## src/rtl/vga_timing_gen.sv

```systemverilog
// Raster timing generator: pixel/line counters, registered blank/sync/strobe decode, frame counter.
// Optional VGA_SYNC_DELAY_EN delays hs/vs by SYNC_DELAY clocks to align with registered renderer RGB.
module vga_timing_gen #(
  parameter int H_VISIBLE  = 640,
  parameter int H_FRONT    = 16,
  parameter int H_SYNC     = 96,
  parameter int H_BACK     = 48,
  parameter int V_VISIBLE  = 480,
  parameter int V_FRONT    = 10,
  parameter int V_SYNC     = 2,
  parameter int V_BACK     = 33,
  parameter int SYNC_DELAY = 1
) (
  input  logic       vga_clk,
  input  logic       reset,
  output logic [9:0] DrawX,
  output logic [9:0] DrawY,
  output logic       blank,
  output logic       hs,
  output logic       vs,
  output logic       line_start,
  output logic       frame_start,
  output logic [7:0] frame_cnt
);

  localparam int H_TOTAL = H_VISIBLE + H_FRONT + H_SYNC + H_BACK;
  localparam int V_TOTAL = V_VISIBLE + V_FRONT + V_SYNC + V_BACK;

  // 11-bit decode constants so a 1024-count raster still compares correctly
  localparam logic [9:0]  H_LAST     = 10'(H_TOTAL - 1);
  localparam logic [9:0]  V_LAST     = 10'(V_TOTAL - 1);
  localparam logic [10:0] H_VIS_END  = 11'(H_VISIBLE);
  localparam logic [10:0] V_VIS_END  = 11'(V_VISIBLE);
  localparam logic [10:0] H_SYNC_BEG = 11'(H_VISIBLE + H_FRONT);
  localparam logic [10:0] H_SYNC_END = 11'(H_VISIBLE + H_FRONT + H_SYNC);
  localparam logic [10:0] V_SYNC_BEG = 11'(V_VISIBLE + V_FRONT);
  localparam logic [10:0] V_SYNC_END = 11'(V_VISIBLE + V_FRONT + V_SYNC);

  if (H_TOTAL > 1024 || V_TOTAL > 1024) begin : g_bad_total
    $fatal(1, "vga_timing_gen: H_TOTAL/V_TOTAL must not exceed 1024");
  end
  if (SYNC_DELAY < 1 || SYNC_DELAY > 4) begin : g_bad_delay
    $fatal(1, "vga_timing_gen: SYNC_DELAY must be in 1..4");
  end

  logic [9:0] hc_reg, vc_reg;
  logic [9:0] hc_next, vc_next;
  logic       h_wrap, v_wrap;
  logic       visible_next, hs_active_next, vs_active_next;
  logic       blank_reg, hs_reg, vs_reg, line_start_reg, frame_start_reg;
  logic [7:0] frame_cnt_reg;

  always_comb begin
    h_wrap  = (hc_reg == H_LAST);
    v_wrap  = (vc_reg == V_LAST);
    hc_next = h_wrap ? 10'd0 : hc_reg + 10'd1;
    vc_next = vc_reg;
    if (h_wrap) begin
      vc_next = v_wrap ? 10'd0 : vc_reg + 10'd1;
    end
    visible_next   = ({1'b0, hc_next} < H_VIS_END) && ({1'b0, vc_next} < V_VIS_END);
    hs_active_next = ({1'b0, hc_next} >= H_SYNC_BEG) && ({1'b0, hc_next} < H_SYNC_END);
    vs_active_next = ({1'b0, vc_next} >= V_SYNC_BEG) && ({1'b0, vc_next} < V_SYNC_END);
  end

  // Decode from the next count so every output describes the pixel held in hc_reg/vc_reg
  always_ff @(posedge vga_clk) begin
    if (reset) begin
      hc_reg          <= 10'd0;
      vc_reg          <= 10'd0;
      blank_reg       <= 1'b1;
      hs_reg          <= 1'b1;
      vs_reg          <= 1'b1;
      line_start_reg  <= 1'b1;
      frame_start_reg <= 1'b1;
      frame_cnt_reg   <= 8'd0;
    end else begin
      hc_reg          <= hc_next;
      vc_reg          <= vc_next;
      blank_reg       <= visible_next;
      hs_reg          <= ~hs_active_next;
      vs_reg          <= ~vs_active_next;
      line_start_reg  <= (hc_next == 10'd0);
      frame_start_reg <= (hc_next == 10'd0) && (vc_next == 10'd0);
      if (h_wrap && v_wrap) begin
        frame_cnt_reg <= frame_cnt_reg + 8'd1;
      end
    end
  end

  assign DrawX       = hc_reg;
  assign DrawY       = vc_reg;
  assign blank       = blank_reg;
  assign line_start  = line_start_reg;
  assign frame_start = frame_start_reg;
  assign frame_cnt   = frame_cnt_reg;

`ifdef VGA_SYNC_DELAY_EN
  genvar gi;
  // Stages reset high so no stale sync pulse survives a reset
  for (gi = 0; gi < SYNC_DELAY; gi++) begin : g_sync_pipe
    logic hs_stage_reg, vs_stage_reg;
    logic hs_src, vs_src;
    if (gi == 0) begin : g_first
      assign hs_src = hs_reg;
      assign vs_src = vs_reg;
    end else begin : g_rest
      assign hs_src = g_sync_pipe[gi-1].hs_stage_reg;
      assign vs_src = g_sync_pipe[gi-1].vs_stage_reg;
    end
    always_ff @(posedge vga_clk) begin
      if (reset) begin
        hs_stage_reg <= 1'b1;
        vs_stage_reg <= 1'b1;
      end else begin
        hs_stage_reg <= hs_src;
        vs_stage_reg <= vs_src;
      end
    end
  end
  assign hs = g_sync_pipe[SYNC_DELAY-1].hs_stage_reg;
  assign vs = g_sync_pipe[SYNC_DELAY-1].vs_stage_reg;
`else
  assign hs = hs_reg;
  assign vs = vs_reg;
`endif

endmodule
```

## config.mk

```make
export PLATFORM = sky130hd
export DESIGN_NAME = vga_timing_gen
export DESIGN_NICKNAME = d
export VERILOG_FILES = /design/src/rtl/vga_timing_gen.sv
export SDC_FILE = /design/constraint.sdc
export NUM_CORES = 1
export LEC_CHECK = 0
export ABC_AREA = 1
export BUFFER_PORTS_ARGS = -buffer_cell sky130_fd_sc_hd__buf_2
export CAP_MARGIN = 20
export CORE_MARGIN = 2
export CORE_UTILIZATION = 35
export CTS_CLUSTER_DIAMETER = 150
export DETAILED_ROUTE_END_ITERATION = 10
export SKIP_LAST_GASP = 1
export SLEW_MARGIN = 20
export SYNTH_ARGS = -nofsm -noshare
export SYNTH_HDL_FRONTEND = slang
export SYNTH_SLANG_ARGS = --single-unit
```

## constraint.sdc

```tcl
create_clock -name vga_clk -period 2.8 [get_ports vga_clk]
set_input_delay 0.14 -clock vga_clk [delete_from_list [all_inputs] [get_ports vga_clk]]
set_output_delay 0.14 -clock vga_clk [all_outputs]
set_load 0.03 [all_outputs]
```

Word-level counts from Yosys, hierarchy flattened --
Index checks and enable logic that the tools add are counted.
Cells by class: add/subtract/negate cells 3, $lt $le $gt $ge 6, equal/unequal tests 2, muxes and demuxes 3, bitwise logic cells 2, reduce and logical (&&, ||, !) cells 7
Operator list (count):
- 2-to-1 mux 10 bit | 3
- adder 10 x 1 -> 10 bit (second input constant) | 2
- equality test 10 bit (second input constant) | 2
- logical NOT 10 bit | 2
- less-than comparator 10 bit (second input constant) | 2
- less-than comparator 10 x 9 -> 1 bit (second input constant) | 2
- >= comparator 10 bit (second input constant) | 1
- >= comparator 10 x 9 -> 1 bit (second input constant) | 1
- adder 8 x 1 -> 8 bit (second input constant) | 1
- logical AND 1 bit | 5
- inverter 1 bit | 2
Storage, ports and cells: register bits after elaboration 33, bits of input ports 2, output and inout bits 33

Depth between registers and ports, before layout --
Gate-level depths: netlist of the first run.
depth in word-level cells 6, mapped depth 13

Worst setup path after synthesis of the first run --
No wires, ideal clock.
path kind reg-to-reg, from register hc_reg[0], in the netlist DrawX[0], to register blank_reg, in the netlist blank, setup time 109 ps, arrival time 1764 ps, required time 2691 ps, setup slack 927 ps, stages on the path, launching flop included 14, path buffers 1, clock period less this slack 1873 ps, path through dfxtp_1 ha_1 nand2_2 inv_2 nand2_2 nor2_4 buf_6 nand3_1 nand2_1 nand2_1 nor3_2 nand2_1 nand2_1 inv_1
On the way: cells in the longest elaborated chain, start to end 4, elaborated cells between the ends (all ways) 7
Ends and longest elaborated chain:
- start: declaration | line 46 | logic [9:0] hc_reg, vc_reg;
- start signal: assignment | line 78 | hc_reg <= hc_next;
- adder 10 x 1 -> 10 bit / equality test 10 bit (equally long branches) | line 56, 54
- 2-to-1 mux 10 bit (on tied branches) | line 56, 58
- less-than comparator 10 bit / less-than comparator 10 x 9 -> 1 bit (equally long branches) | line 61 | visible_next = ({1'b0, hc_next} < H_VIS_END) && ({1'b0, vc_next} < V_VIS_END);
- logical AND 1 bit * | line 61
- end signal: assignment | line 80 | blank_reg <= visible_next;
- end: declaration | line 50 | logic blank_reg, hs_reg, vs_reg, line_start_reg, frame_start_reg;
Every way passes the cells marked *; elsewhere a longest branch is shown, timed or not. A chain may end at the register's enable or synchronous reset.

Worst setup path in the final report of the first run --
from register hc_reg[0], in the netlist DrawX[0], to register frame_cnt_reg[7], in the netlist frame_cnt[7]
On the way: cells in the longest elaborated chain, start to end 2
Ends and longest elaborated chain:
- equality test 10 bit | line 54 | h_wrap = (hc_reg == H_LAST);
- logical AND 1 bit | line 85 | if (h_wrap && v_wrap) begin
- end signal: assignment | line 86 | frame_cnt_reg <= frame_cnt_reg + 8'd1;
- end: declaration | line 51 | logic [7:0] frame_cnt_reg;
No other way between the ends.

==> results of run 1 <==
==> worst register-to-register path, delay by kind of cell (launching register included) <==
family / cells / cell delay (ns)
AND/OR/NAND/NOR: 9 / 1.23
flip-flops: 1 / 0.40
adder cells (fa/ha/maj): 1 / 0.21
==> how the worst min path moves through the flow <==
stage                 start      endpoint  slack [ns]  depth (start not counted)
2_1_floorplan         reset      DrawY[9]        0.22                          1
3_3_place_gp   frame_cnt[4]  frame_cnt[4]        0.46                          2
3_5_place_dp   frame_cnt[4]  frame_cnt[4]        0.47                          2
4_1_cts               reset      DrawY[3]        0.27                          2
5_1_grt               reset      DrawY[0]        0.31                          2
6_report              reset      DrawY[0]        0.27                          2
==> cell families (layout without fill, tap and decap cells) <==
group	after synthesis	count (layout)	synth area share, %
xor gates and xnor gates	1	1	0.488
adders and majority gates	4	4	2.79
DFF	33	33	36.8
buffers and inverters	46	83	10.5
AOI/OAI and AO/OA	19	19	5.92
and+or+nand+nor	169	169	43.5
==> area by class of cell <==
type | instances | area, um2
clock buffer | 6 | 72.6
multi-input combinational | 193 | 947
inverter | 41 | 154
tap | 70 | 87.6
sequential | 33 | 661
clock inverter | 2 | 10.0
fill | 520 | 2940
timing repair buffer | 34 | 170
==> metal layers <==
metal	GRT usage (%)	routed length, um
met4	7.80	89
met1	21.7	2050
met2	25.4	1830
met5	0	0
met3	2.38	189
==> layout by cell type (no fill, tap or decap) <==
cell / instances
nand2_1: 77
nor3b_1: 2
nor2_2: 3
nand2_2: 5
o21ai_0: 5
clkinv_2: 2
nand3_1: 22
nand3b_1: 2
a21oi_1: 8
o21ai_1: 1
inv_2: 4
a31oi_1: 1
buf_2: 34
xor2_1: 1
nor2_4: 3
ha_1: 4
nand4_1: 6
dfxtp_1: 33
nor3b_2: 1
clkbuf_8: 5
nor3_1: 6
nand3_2: 3
inv_1: 37
nor2_1: 37
clkbuf_1: 1
o21bai_1: 3
nor3_2: 2
a21boi_0: 1
==> where the power goes <==
part / internal (mW) / leakage, nW / total (mW) / switching (mW)
Combinational: 0.00811 / 0.721 / 0.0324 / 0.0243
Clock: 0.172 / 0.0450 / 0.346 / 0.174
Sequential: 0.475 / 0.267 / 0.479 / 0.00439
==> through the flow <==
stage	util [%]	power, mW	cells	area (um2)	setup WS (ns)
after floorplan	-	0.512	272	1800	0.927
after global placement	40.0	0.523	371	2020	0.943
after detailed placement	40.0	0.522	371	2020	0.869
after CTS	41.7	0.865	379	2100	0.847
after global routing	41.7	0.890	379	2100	0.656
final	41.7	0.857	379	2100	0.867
==> run_results.csv, run 1 <==
group,metric,value,unit
status,status,"complete, no violations",
floorplanning,die_w,75.7,um
floorplanning,rows,26,
sta,relSlewSlack,70.1,%
final_layout,final_nets,314,
setup_path,reg2reg_depth,10,
sta,rsz0062_at_grt,"false",
sta,report.final.slew_viol_count,0,
drt,vias,1726,
setup_path,cp_top_family,"simple AND/OR/NAND/NOR gates",
logic_synthesis,synth.cell_area,1800,um2
floorplanning,initial_core_util,35.6,%
logic_synthesis,syn_avg_cell_area,6.61,um2
logic_synthesis,yosysWarnings,0,
cts,cts_setup_buffers,0,
setup_path,path_depth,10,
setup_path,crit_fanout,12,
setup_path,endpoint,"frame_cnt[7]",
sta,setup-tns-final,0,ns
setup_path,cpMaxStageDelayCell,"dfxtp_1",
setup_path,arrival,2.12,ns
setup_path,start_kind,"flop",
global_route,grt.total_usage,16.1,%
power,p_per_area,408,nW/um2
logic_synthesis,synth_edf_count,0,
global_route,grt_max_degree,24,
drt,drt_iter0_drc,87,
logic_synthesis,yosys.area.top_type,"dfxtp_1",
final_layout,layout-drive-gt1-share,20.1,%
setup_path,endpoint_kind,"flop",
drt,wire_per_inst,11.0,um
drt,postRouteAntennaNets,0,
logic_synthesis,synth_flop_cell,"dfxtp_1",
cts,cts_sinks,33,
sta,min_period_over_period,69.0,%
cts,clock_insertion_delay_worst_skew,0.29,ns
drt,drc,0,
logic_synthesis,synth_cell_types,28,
floorplanning,core-area,5040,um2
placement,hpwlAfterDp,3.17,mm
power,p_leak,1.03,nW
sta,min_period,1.93,ns
setup_path,r2r_start,"DrawX[0]",
logic_synthesis,syn_inst,272,
global_route,antenna_found_initial,0,
logic_synthesis,ys_ff_latch,33,
setup_path,worstReg2RegEnd,"frame_cnt[7]",
sta,timing.final.hold_violations,0,
sta,worst_pin_slew,0.448,ns
drt,finalWirelength,4.16,mm
sta,hold_ws,0.273,ns
cts,numCtsBuffers,5,
floorplanning,pin_count,35,
setup_path,path_buf_inv,0,
setup_path,crit_top_cell,"nand2_2",
sta,fmax,0.517,GHz
setup_path,crit_chain,"ha_1 > nand2_2 > nor2_4 > nand2_2 > nor2_4 > nand2_2 > nor3b_2 > nand3_1 > nand2_1 > nor2_1",
setup_path,required,2.99,ns
cts,ctsRootBufferMaster,"clkbuf_8",
logic_synthesis,yosys-top-cells-area,"dfxtp_1, nand2_1, inv_1",
placement,finalWeightedCongestion,0.872,
global_route,grt-ovfl-total,0,
cts,cts_tree,"yes",
drt,vias_per_cell,4.55,
logic_synthesis,synth_commonest_cells,"nand2_1, inv_1, nor2_1, dfxtp_1, nand3_1",
final_layout,syn2layout_area_growth,17.0,%
job,maxCapViolations,0,
sta,clock_skew,0.00634,ns
drt,dr.pass1.iters,4,
setup_path,worstSetupStartpoint,"DrawX[0]",
logic_synthesis,yosysMostFrequentCell,"nand2_1",
cts,hold_buffers,0,
final_layout,diodes,0,
placement,port_buffers,34,
sta,finalSetupViolCount,0,
cts,cts.path.max_buffers,2,
logic_synthesis,async_flop_share,0,%
floorplanning,die_h,75.7,um
cts,ctsResizeCount,0,
cts,path_clk_slew,0.07,ns
logic_synthesis,synth_top_area_share,36.8,%
worst_hold_path,hold_path_class,"in2reg",
setup_path,cpPeakStageDelay,0.40,ns
floorplanning,dieArea,5720,um2
global_route,grt_pass1_vias,1622,
logic_synthesis,syn_nets,278,
setup_path,reg2reg_slack,0.87,ns
logic_synthesis,synth.yosys.seq_area_share,36.8,%
power,peakVddDrop,0.000328,V
cts,cts_max_level,2,
setup_path,critPathKind,"reg2reg",
global_route,grt_pass1_wl,7.00,mm
Note: power is estimated with default switching activity, not from simulation.
==> run 2, diff against run 1 <==
- clock period: 2.8 -> 1.85 ns (I/O delays scaled with it)
==> run 2 against run 1 <==
Compared with the run above: non-clock buffer count increased by 10; via count rose by 4.3%; clock power increased by 74%; design area is 7.0% higher; worst setup slack worse by 0.77 ns; sequential power is 51% higher; wire length rose by 7.1%; worst hold slack worse by 0.13 ns; sequential share of layout area is 2.0 points lower; total power increased by 61%; clock skew is 0.0029 ns lower; register-to-register slack lost 0.77 ns; largest power group unchanged.
==> run_results.csv, run 2 (same netlist as run 1, synthesis figures left out) <==
group,metric,value,unit
floorplanning,dieArea,5720,um2
power,peakVddDrop,0.000413,V
placement,hpwlAfterDp,3.24,mm
placement,finalWeightedCongestion,0.912,
sta,rsz0062_at_grt,"true",
cts,path_clk_slew,0.07,ns
drt,drc,0,
floorplanning,die_h,75.7,um
setup_path,reg2reg_depth,11,
sta,setup-tns-final,0,ns
setup_path,cpMaxStageDelayCell,"dfxtp_1",
sta,min_period,1.75,ns
floorplanning,die_w,75.7,um
cts,cts_tree,"yes",
final_layout,finalNonFillerCells,390,
status,status,"complete, no violations",
drt,postRouteAntennaNets,0,
setup_path,critPathKind,"reg2reg",
sta,finalSetupViolCount,0,
final_layout,layout-drive-gt1-share,25.9,%
worst_hold_path,hold_end,"DrawY[0]",
worst_hold_path,whs_path_depth,2,
cts,cts.path.max_buffers,2,
final_layout,mostFrequentLayoutCell,"nand2_1",
placement,dp_cells,377,
sta,relSlewSlack,76.2,%
global_route,grt.total_usage,15.7,%
floorplanning,core-area,5040,um2
cts,cts_sinks,33,
power,p_per_area,615,nW/um2
drt,vias,1800,
sta,min_period_over_period,94.6,%
setup_path,r2r_start,"DrawY[0]",
floorplanning,initial_core_util,35.6,%
setup_path,cpPeakStageDelay,0.34,ns
setup_path,worstSetupStartpoint,"DrawY[0]",
setup_path,worstReg2RegEnd,"frame_cnt[7]",
setup_path,reg2reg_slack,0.10,ns
worst_hold_path,holdCritStartpoint,"reset",
setup_path,start_kind,"flop",
final_layout,final_cell_mix,"nand2_1, inv_1, nor2_1",
setup_path,crit_chain,"inv_1 > ha_1 > nand2_1 > nor2_1 > nand3_2 > nor2_4 > nand2_2 > nor3b_4 > nand3_1 > nand2_1 > nor2_1",
setup_path,required,2.03,ns
setup_path,arrival,1.93,ns
cts,numCtsBuffers,5,
global_route,grt_pass1_wl,6.83,mm
power,p_leak,1.16,nW
sta,fmax,0.572,GHz
placement,port_buffers,34,
sta,timing.final.hold_violations,0,
global_route,grt-ovfl-total,0,
sta,clock_skew,0.00345,ns
cts,clock_insertion_delay_worst_skew,0.28,ns
cts,cts_max_level,2,
final_layout,diodes,0,
final_layout,n_fill_cell,544,
setup_path,endpoint_kind,"flop",
final_layout,multi_input_comb_area,998,um2
drt,dr.pass1.iters,6,
setup_path,crit_fanout,6,
drt,wire_per_inst,11.4,um
worst_hold_path,hold_path_class,"in2reg",
final_layout,final_nets,325,
drt,vias_per_cell,4.62,
global_route,grt_max_degree,14,
cts,ctsRootBufferMaster,"clkbuf_8",
global_route,antenna_found_initial,0,
drt,finalWirelength,4.45,mm
global_route,grt_pass1_vias,1534,
sta,report.final.slew_viol_count,0,
floorplanning,pin_count,35,
final_layout,regArea,663,um2
job,maxCapViolations,0,
sta,hold_ws,0.142,ns
power,fin_total_pwr,1.38,mW
sta,worst_pin_slew,0.355,ns
final_layout,syn2layout_area_growth,25.2,%
drt,drt_iter0_drc,107,
final_layout,final_util,44.6,%
floorplanning,rows,26,
==> run 2: worst max-delay path by stage <==
stage,cells after the start,endpoint
finish,11,frame_cnt[7]
global route,11,frame_cnt[7]
CTS,10,frame_cnt[7]
floorplan,13,blank
detailed placement,10,frame_cnt[7]
global placement,10,frame_cnt[7]
==> run 2: stage by stage <==
step                area [um2]  setup WS [ns]
CTS                       2170         0.0118
global route              2250        -0.0536
global placement          2070         0.0546
finish                    2250          0.101
floorplan                 1800          0.116
detailed placement        2070         0.0192
==> run 2: power by group <==
group / internal (mW) / total [mW] / switching, mW
logic: 0.0161 / 0.0550 / 0.0389
clock network: 0.336 / 0.603 / 0.267
registers: 0.719 / 0.725 / 0.00563
total: 1.07 / 1.38 / 0.311
==> run 2: layout make-up <==
type / instances / share of cell area (%)
multi-input combinational: 194 / 44.4
inverter: 41 / 6.84
sequential: 33 / 29.5
timing repair buffer: 44 / 10.9
clock inverter: 1 / 0.222
tap: 70 / 3.89
clock buffer: 7 / 4.28
==> run 2: routing by layer <==
layer / vias up / wire length [um] / global-route usage, %
met5: - / 0 / 0
met4: 0 / 53 / 5.85
met3: 8 / 178 / 3.97
met2: 38 / 2000 / 23.7
met1: 807 / 2210 / 21.8
li1: 947 / - / -
==> run 2: what timing repair did <==
action | 4_1_cts | 5_1_grt
setup endpoints to repair | 0 | 7
resized for setup | 0 | 11
hold buffers | 0 | 0
setup buffers | 0 | 4
==> run 2: critical path: cells and delay by family (launching register included) <==
kind | cells | cell delay (ns)
and+or+nand+nor | 9 | 1.05
DFF | 1 | 0.34
adders and majority gates | 1 | 0.17
buffers and inverters | 1 | 0.09
==> run 3, diff against run 2 <==
- BUFFER_PORTS_ARGS: -buffer_cell sky130_fd_sc_hd__buf_2 -> unset
- DONT_BUFFER_PORTS: unset -> 1
==> run 3 against run 2 <==
Compared with the run above: highest routed layer unchanged; critical path type unchanged; worst hold slack got worse by 0.10 ns; critical endpoint unchanged; cell count decreased by 3.6%; first-iteration DRC count decreased by 22%; design area increased by 0.44%.
==> run_results.csv, run 3 (same netlist as run 1, synthesis figures left out) <==
group,metric,value,unit
sta,report.final.slew_viol_count,0,
floorplanning,die_h,75.7,um
power,power.internal,1.03,mW
sta,setup_ws,0.118,ns
sta,finalSetupViolCount,0,
setup_path,start_kind,"flop",
sta,relSlewSlack,38.8,%
sta,setup-tns-final,0,ns
global_route,grt_pass1_wl,7.36,mm
final_layout,finalNonFillerCells,376,
cts,clock_insertion_delay_worst_skew,0.29,ns
setup_path,required,2.03,ns
drt,drc,0,
placement,placed_area,2050,um2
sta,min_period,1.73,ns
final_layout,regArea,669,um2
final_layout,mostFrequentLayoutCell,"nand2_1",
setup_path,reg2reg_slack,0.12,ns
final_layout,final_nets,312,
cts,numCtsBuffers,5,
drt,vias_per_cell,4.74,
setup_path,cpMaxStageDelayCell,"dfxtp_4",
setup_path,crit_fanout,5,
placement,hpwlAfterDp,3.27,mm
setup_path,endpoint_kind,"flop",
drt,finalWirelength,4.56,mm
floorplanning,core-area,5040,um2
cts,path_clk_slew,0.07,ns
sta,fmax,0.578,GHz
final_layout,final_cell_mix,"nand2_1, inv_1, nor2_1",
power,pwr-share-clk,41.4,%
power,p_leak,1.09,nW
power,p_per_area,590,nW/um2
sta,min_period_over_period,93.6,%
global_route,grt.total_usage,16.7,%
cts,cts_tree,"yes",
final_layout,n_fill_cell,522,
power,switching_share,22.8,%
placement,place_ws,0.0215,ns
final_layout,layout-drive-gt1-share,23.9,%
drt,wire_per_inst,12.1,um
sta,worst_pin_slew,0.915,ns
cts,ctsRootBufferMaster,"clkbuf_8",
cts,cts_sinks,33,
drt,postRouteAntennaNets,0,
status,status,"complete, no violations",
power,p_seq_share,54.7,%
global_route,grt_max_degree,23,
drt,vias,1782,
cts,cts_max_level,2,
job,maxCapViolations,0,
setup_path,cpPeakStageDelay,0.37,ns
global_route,antenna_found_initial,0,
setup_path,critPathKind,"reg2reg",
final_layout,final_area,2260,um2
sta,clock_skew,0.00811,ns
worst_hold_path,hold_path_class,"in2reg",
power,combPwrFrac,3.8,%
placement,port_buffers,0,
setup_path,crit_chain,"inv_4 > ha_4 > nand2_2 > nor2_2 > nand3_2 > nor2_4 > nand2_2 > nor3b_4 > nand3_1 > nand2_1 > nor2_1",
final_layout,syn2layout_area_growth,25.8,%
sta,timing.final.hold_violations,0,
setup_path,path_buf_inv,1,
final_layout,diodes,0,
floorplanning,initial_core_util,35.6,%
cts,cts.path.max_buffers,2,
placement,dp_cells,364,
power,peakVddDrop,0.000363,V
setup_path,arrival,1.91,ns
final_layout,final_util,44.8,%
power,fin_total_pwr,1.33,mW
placement,finalWeightedCongestion,0.864,
setup_path,cp_top_family,"simple AND/OR/NAND/NOR gates",
global_route,grt_pass1_vias,1683,
drt,dr.pass1.iters,4,
drt,drt_iter0_drc,83,
sta,hold_ws,0.0395,ns
final_layout,multi_input_comb_area,1010,um2
floorplanning,rows,26,
power,p_switching,304,uW
setup_path,crit_top_cell,"nand2_2",
floorplanning,die_w,75.7,um
floorplanning,pin_count,35,
floorplanning,dieArea,5720,um2
global_route,grt-ovfl-total,0,
-- run 3: cell types whose count changed in the layout (fill, tap and decap cells not counted), moves of 2 or more --
cell,before,now
dfxtp_1,31,28
nand2_2,5,3
buf_2,34,0
buf_4,10,30
dfxtp_2,2,4
inv_1,37,35
nor2_1,36,34
ha_4,0,2
inv_4,0,2
-- run 3: layout make-up --
class                      count  area share [%]
tap                           70            3.88
timing repair buffer          32            10.9
clock buffer                   7            3.82
sequential                    33            29.6
multi-input combinational    193            44.7
inverter                      41            7.03
-- run 3: what timing repair did --
action | CTS | global route
gates resized for setup | 0 | 23
hold buffers | 1 | 0
hold endpoints to repair | 22 | 0
buffers inserted | 0 | 4
endpoints found under the setup margin | 0 | 6
-- run 3: power by group through the flow --
stage                     logic [mW]  clock network (mW)  registers, mW
after global placement        0.0395                   0          0.745
after detailed placement      0.0388                   0          0.745
after CTS                     0.0482               0.565          0.729
final                         0.0510               0.553          0.730
after global routing          0.0566               0.601          0.730
after floorplan               0.0189                   0          0.757
-- run 3: path summary, 6_finish.rpt --
| kind | from | to | cells past startpoint |
|---|---|---|---|
| setup / recovery | DrawY[0] | frame_cnt[7] | 11 |
| hold / removal | reset | frame_start | 2 |
| setup reg to reg | DrawY[0] | frame_cnt[7] | 11 |
| hold reg to reg | frame_cnt[0] | frame_cnt[0] | 2 |
-- run 3: layer usage --
metal,vias to the layer above,wire length [um],global-route usage (%)
li1,921,-,-
met1,797,2000,20.5
met2,52,2140,27.1
met3,12,339,6.08
met4,0,80,6.04
met5,-,0,0
